$ cat src/rtl/dircc_avalon_st_packet_receiver.sv
// dircc_avalon_st_packet_receiver: reassembles 8-beat Avalon-ST DiRCC packets into packet_t
// behind a one-entry output buffer, dropping malformed packets with an error pulse.
package dircc_types_pkg;

    typedef struct packed {
        logic [31:0] hw_addr;
        logic [15:0] sw_addr;
        logic [6:0]  port;
        logic        flag;
    } address_t;

    typedef struct packed {
        address_t    dest_addr;
        address_t    src_addr;
        logic [31:0] lamport;
        logic [95:0] data;
    } packet_t;

endpackage

module dircc_avalon_st_packet_receiver
    import dircc_types_pkg::*;
#(
    parameter int BITS_PER_SYMBOL = 8,
    parameter int SYMBOLS_PER_BEAT = 4,
    localparam int DATA_WIDTH = BITS_PER_SYMBOL * SYMBOLS_PER_BEAT,
    localparam int EMPTY_WIDTH = (SYMBOLS_PER_BEAT > 1) ? $clog2(SYMBOLS_PER_BEAT) : 1
) (
    input  logic                   clk,
    input  logic                   reset,
    input  logic [DATA_WIDTH-1:0]  data,
    input  logic [EMPTY_WIDTH-1:0] empty,
    input  logic                   startofpacket,
    input  logic                   endofpacket,
    input  logic                   valid,
    output logic                   ready,
    output logic                   packet_valid,
    output packet_t                packet_data,
    input  logic                   packet_read,
    output logic                   receiving,
    output logic                   error
);

    if (DATA_WIDTH != 32) begin : g_width_check
        $error("dircc_avalon_st_packet_receiver requires DATA_WIDTH == 32");
    end

    typedef enum logic [3:0] {
        WAIT_SOP, DEST0, DEST1, SRC0, SRC1, LAMPORT, DATA0, DATA1, DATA2, DISCARD
    } state_t;

    state_t  state;
    packet_t asm_pkt;
    packet_t commit_pkt;
    logic    bad;
    logic    accept;
    logic    empty_bad;

    // Only the final beat waits for the output buffer; earlier beats always stream.
    assign ready     = (state != DATA2) || !packet_valid || packet_read;
    assign accept    = valid && ready;
    assign empty_bad = |empty;
    assign receiving = state != WAIT_SOP;

    always_comb begin
        commit_pkt = asm_pkt;
        commit_pkt.data[95:64] = data;
    end

    always_ff @(posedge clk) begin
        if (reset) begin
            state        <= WAIT_SOP;
            packet_valid <= 1'b0;
            error        <= 1'b0;
            bad          <= 1'b0;
        end else begin
            error <= 1'b0;
            if (packet_read)
                packet_valid <= 1'b0;
            if (accept) begin
                case (state)
                    WAIT_SOP: begin
                        if (startofpacket) begin
                            asm_pkt.dest_addr.hw_addr <= data;
                            bad   <= empty_bad;
                            state <= DEST1;
                        end else begin
                            error <= 1'b1;
                        end
                    end
                    DISCARD: begin
                        if (endofpacket)
                            state <= WAIT_SOP;
                    end
                    DATA2: begin
                        asm_pkt.data[95:64] <= data;
                        state <= endofpacket ? WAIT_SOP : DISCARD;
                        if (!endofpacket || bad || empty_bad) begin
                            error <= 1'b1;
                        end else begin
                            packet_data  <= commit_pkt;
                            packet_valid <= 1'b1;
                        end
                    end
                    default: begin
                        if (startofpacket) begin
                            // A stray SOP restarts assembly with this beat as the new header.
                            error <= 1'b1;
                            asm_pkt.dest_addr.hw_addr <= data;
                            bad   <= empty_bad;
                            state <= DEST1;
                        end else if (endofpacket) begin
                            error <= 1'b1;
                            state <= WAIT_SOP;
                        end else begin
                            bad   <= bad | empty_bad;
                            state <= state_t'(state + 4'd1);
                            case (state)
                                DEST1:   {asm_pkt.dest_addr.sw_addr, asm_pkt.dest_addr.port,
                                          asm_pkt.dest_addr.flag} <= data[31:8];
                                SRC0:    asm_pkt.src_addr.hw_addr <= data;
                                SRC1:    {asm_pkt.src_addr.sw_addr, asm_pkt.src_addr.port,
                                          asm_pkt.src_addr.flag} <= data[31:8];
                                LAMPORT: asm_pkt.lamport <= data;
                                DATA0:   asm_pkt.data[31:0] <= data;
                                DATA1:   asm_pkt.data[63:32] <= data;
                                default: asm_pkt.dest_addr.hw_addr <= data;
                            endcase
                        end
                    end
                endcase
            end
        end
    end

endmodule

$ cat config.mk
export PLATFORM = sky130hd
export DESIGN_NAME = dircc_avalon_st_packet_receiver
export DESIGN_NICKNAME = d
export VERILOG_FILES = /design/src/rtl/dircc_avalon_st_packet_receiver.sv
export SDC_FILE = /design/constraint.sdc
export NUM_CORES = 1
export LEC_CHECK = 0
export CORE_MARGIN = 2
export CORE_UTILIZATION = 45
export DETAILED_ROUTE_END_ITERATION = 8
export PLACE_DENSITY = 0.74
export SLEW_MARGIN = 10
export SYNTH_ARGS = -nofsm -noshare
export SYNTH_HDL_FRONTEND = slang
export SYNTH_SLANG_ARGS = --single-unit
export TNS_END_PERCENT = 1
$ cat constraint.sdc
create_clock -name clk -period 13.8 [get_ports clk]
set_input_delay 2.76 -clock clk [delete_from_list [all_inputs] [get_ports clk]]
set_output_delay 2.76 -clock clk [all_outputs]
set_load 0.005 [all_outputs]
==> key figures <==
Detailed routing
  – Vias/cell: 4.866
  – DR iter-0 viols: 620
  – Vias: 6516
  – Routed Antenna Nets: 0
  – DR DRC count: 0
  – Drt total wl: 27.69 mm
  – First-pass DRT Iterations: 5
  – Post-detailed-route wirelength per cell: 20.68 um

Clocking
  – Clk sinks: 455
  – H-tree levels: 2
  – CTS tree: built
  – CTS root buf: clkbuf_16
  – Worst skew pair latency: 0.53 ns
  – CTS Buf Count: 44
  – Reg clk slew, reported paths: 0.06 ns
  – Clock Path Buffers: 3
  – Setup Buffers After CTS: 0
  – Post_cts resized: 0
  – Hold_buf cts: 0

Power
  – Comb pwr share: 2.3%
  – PD cells: 143.9 nW/um^2
  – Sw Ratio: 18.74%
  – Switching power: 0.0005185 W
  – Worst vdd ir: 0.09333 mV
  – Sequential power share: 55.0%
  – Clock Power Share: 42.7%
  – Tot Pwr: 0.002767 W
  – Pleak: 6.241 nW
  – P_int: 0.002249 W

STA
  – Clock skew: 0.01439 ns
  – Fin crit period: 6.648 ns
  – Hold Vio Cnt, Final: 0
  – Relative slew slack: 24.24%
  – F_max: 150.4 MHz
  – Slew Viols, Final: 0
  – Period utilization: 48.17%
  – Unrepaired setup endpoints after global routing: no
  – Final setup fails: 0
  – Setup TNS: 0 ns
  – Worst slew pin tran: 1.136 ns

Place
  – Port Buffer Count: 283
  – Placer congestion estimate: 0.8296
  – Detailed Place HPWL: 16.84 mm

Worst setup path
  – CP max FO: 2
  – Reg2reg end: packet_data[141]
  – CP Data Required Time: 11.04 ns
  – Reg-to-Reg Start: state[0]
  – Setup crit start kind: input port
  – CP Class: in -> out
  – Reg2reg path depth: 8
  – CP endpoint kind: output pin
  – Reg2reg setup slack: 9.91 ns
  – CP Data Arrival Time: 3.89 ns

Yosys
  – Top FF cell, synth: edfxtp_1
  – Seq/Total Area, Yosys: 94.02%
  – Yosys top cell area share: 93.05%
  – #FFs+latches synth: 455
  – Distinct cells, synth: 46
  – Count leader, synth: edfxtp_1
  – Top cell types by occurrence after synthesis: edfxtp_1 (448), nor2b_1 (34), dfxtp_1 (7)
  – Synthesis warning total: 0
  – Netlist area before placement: 14460 um^2
  – Leading area contributor after synthesis: edfxtp_1
  – Syn Inst Count: 575
  – Mean area per synthesized cell: 25.14 um^2
  – Async S/R FF share, synth: 0%
  – Post-Syn Nets: 620
  – Synth top area cells: edfxtp_1 (93%), nor2b_1 (1.5%), dfxtp_1 (0.97%), ha_1 (0.43%), buf_6 (0.39%)
  – Post-synth EDFFs: 448

Layout
  – Inserted Diodes: 0
  – Total Nets Final: 947
  – Layout cells sized above 1: 10.14%
  – Final core area utilization: 60.77%
  – Area occupied by multi-input gates: 773.2 um^2
  – Fillers: 2161
  – Layout area overhead: 32.97%
  – Reg area: 13590 um^2

Floorplanning
  – # rows: 65
  – Core area: 31640 um^2
  – I/O pins: 284
  – Chip width: 183.2 um
  – Initial Util: 45.70%
  – Total die area: 33580 um^2
  – Die height: 183.2 um

Global route
  – GRT Residual Overflow: 0
  – Total GRT Usage: 16.46%
  – M3 GR Usage: 4.408%
  – Largest net degree at the start of global routing: 93
  – Initial antenna violation count: 0
  – Gr busiest metal: met2
  – First-pass GRT wire length: 41.01 mm
  – Met2 usage: 27.67%
  – Met1 usage: 21.26%
  – Vias in the first global route: 6683

Flow run
  – Max-Cap Viols: 0

Worst hold path
  – Class of the worst hold path: reg -> reg
  – Worst hold endpoint: packet_data[200]
  – Hold_sp: asm_pkt[200]
  – Hold Path Cell Cnt: 0

Outcome
  – Outcome: finished clean
==> power groups by stage <==
stage	Sequential [W]	Combinational (W)	Clock, W
floorplan	0.00155	0.0000317	0
global placement	0.00155	0.0000622	0
detailed placement	0.00155	0.0000642	0
CTS	0.00152	0.0000649	0.00121
global route	0.00152	0.0000704	0.00126
finish	0.00152	0.0000645	0.00118
==> sequential cells by signal, summed over array words and instances (netlist names) <==
name / cells
state: 4
asm_pkt: 208
packet_data: 240
packet_valid: 1
error: 1
bad: 1
==> metal layers <==
layer | part of all wire (%) | routed length [um]
met2 | 50 | 13850
met1 | 40 | 11090
met5 | 0 | 0
met4 | 2.3 | 645
met3 | 7.6 | 2096
==> how the worst max path moves through the flow <==
stage,startpoint,end,slack [ns],cells past startpoint
floorplan,endofpacket,packet_data[0],3.71,4
global placement,packet_read,ready,7.16,4
detailed placement,packet_read,ready,7.16,4
CTS,packet_read,ready,7.15,4
global route,packet_read,ready,7.07,4
finish,packet_read,ready,7.15,4
==> kinds of logic (layout without fill, tap and decap cells) <==
group                    after synthesis  in the layout  share of synthesized area [%]
AO/OA/AOI/OAI                         27             27                          1.567
flip-flops                           455            455                          94.02
AND/OR/NAND/NOR                       73             73                          3.211
buffers and inverters                 15            377                         0.7701
adder cells (fa/ha/maj)                5              5                         0.4327
==> layout make-up <==
| cell class | instances | share of cell area, % |
|---|---|---|
| sequential | 455 | 70.71 |
| timing repair buffer | 289 | 14.97 |
| clock buffer | 53 | 6.124 |
| multi-input combinational | 105 | 4.022 |
| tap | 402 | 2.616 |
| clock inverter | 28 | 1.425 |
| inverter | 7 | 0.1367 |
==> placed cells by master, fill, tap and decap left out, types with 3 or more instances in the layout <==
master,count
clkinv_1,7
clkdlybuf4s50_1,283
nor3_1,3
and2_2,6
clkinv_2,13
a21oi_1,5
nor2_1,5
nand2b_1,3
ha_1,5
o21ai_0,4
bufinv_16,5
inv_1,6
a211oi_2,3
clkbuf_16,46
nand2_1,5
buf_4,6
nor2b_1,34
dfxtp_1,7
edfxtp_1,448
clkbuf_1,7
==> metrics by stage <==
| stage | instances | setup slack (ns) | hold WS [ns] | cell area (um^2) |
|---|---|---|---|---|
| 3_5_place_dp | 1258 | 7.165 | 0.4045 | 17770 |
| 4_1_cts | 1339 | 7.152 | 0.4105 | 19220 |
| 3_3_place_gp | 1258 | 7.160 | 0.4003 | 17770 |
| 2_1_floorplan | 575 | 3.707 | 0.4003 | 14460 |
| 6_report | 1339 | 7.152 | 0.4109 | 19220 |
| 5_1_grt | 1339 | 7.069 | 0.4211 | 19220 |
==> critical path, stage by stage <==
cell,delay [ns]
clkdlybuf4s50_1,0.42
nor2b_1,0.19
nand2_1,0.07
clkdlybuf4s50_1,0.44
Note: power is estimated with default switching activity, not from simulation.
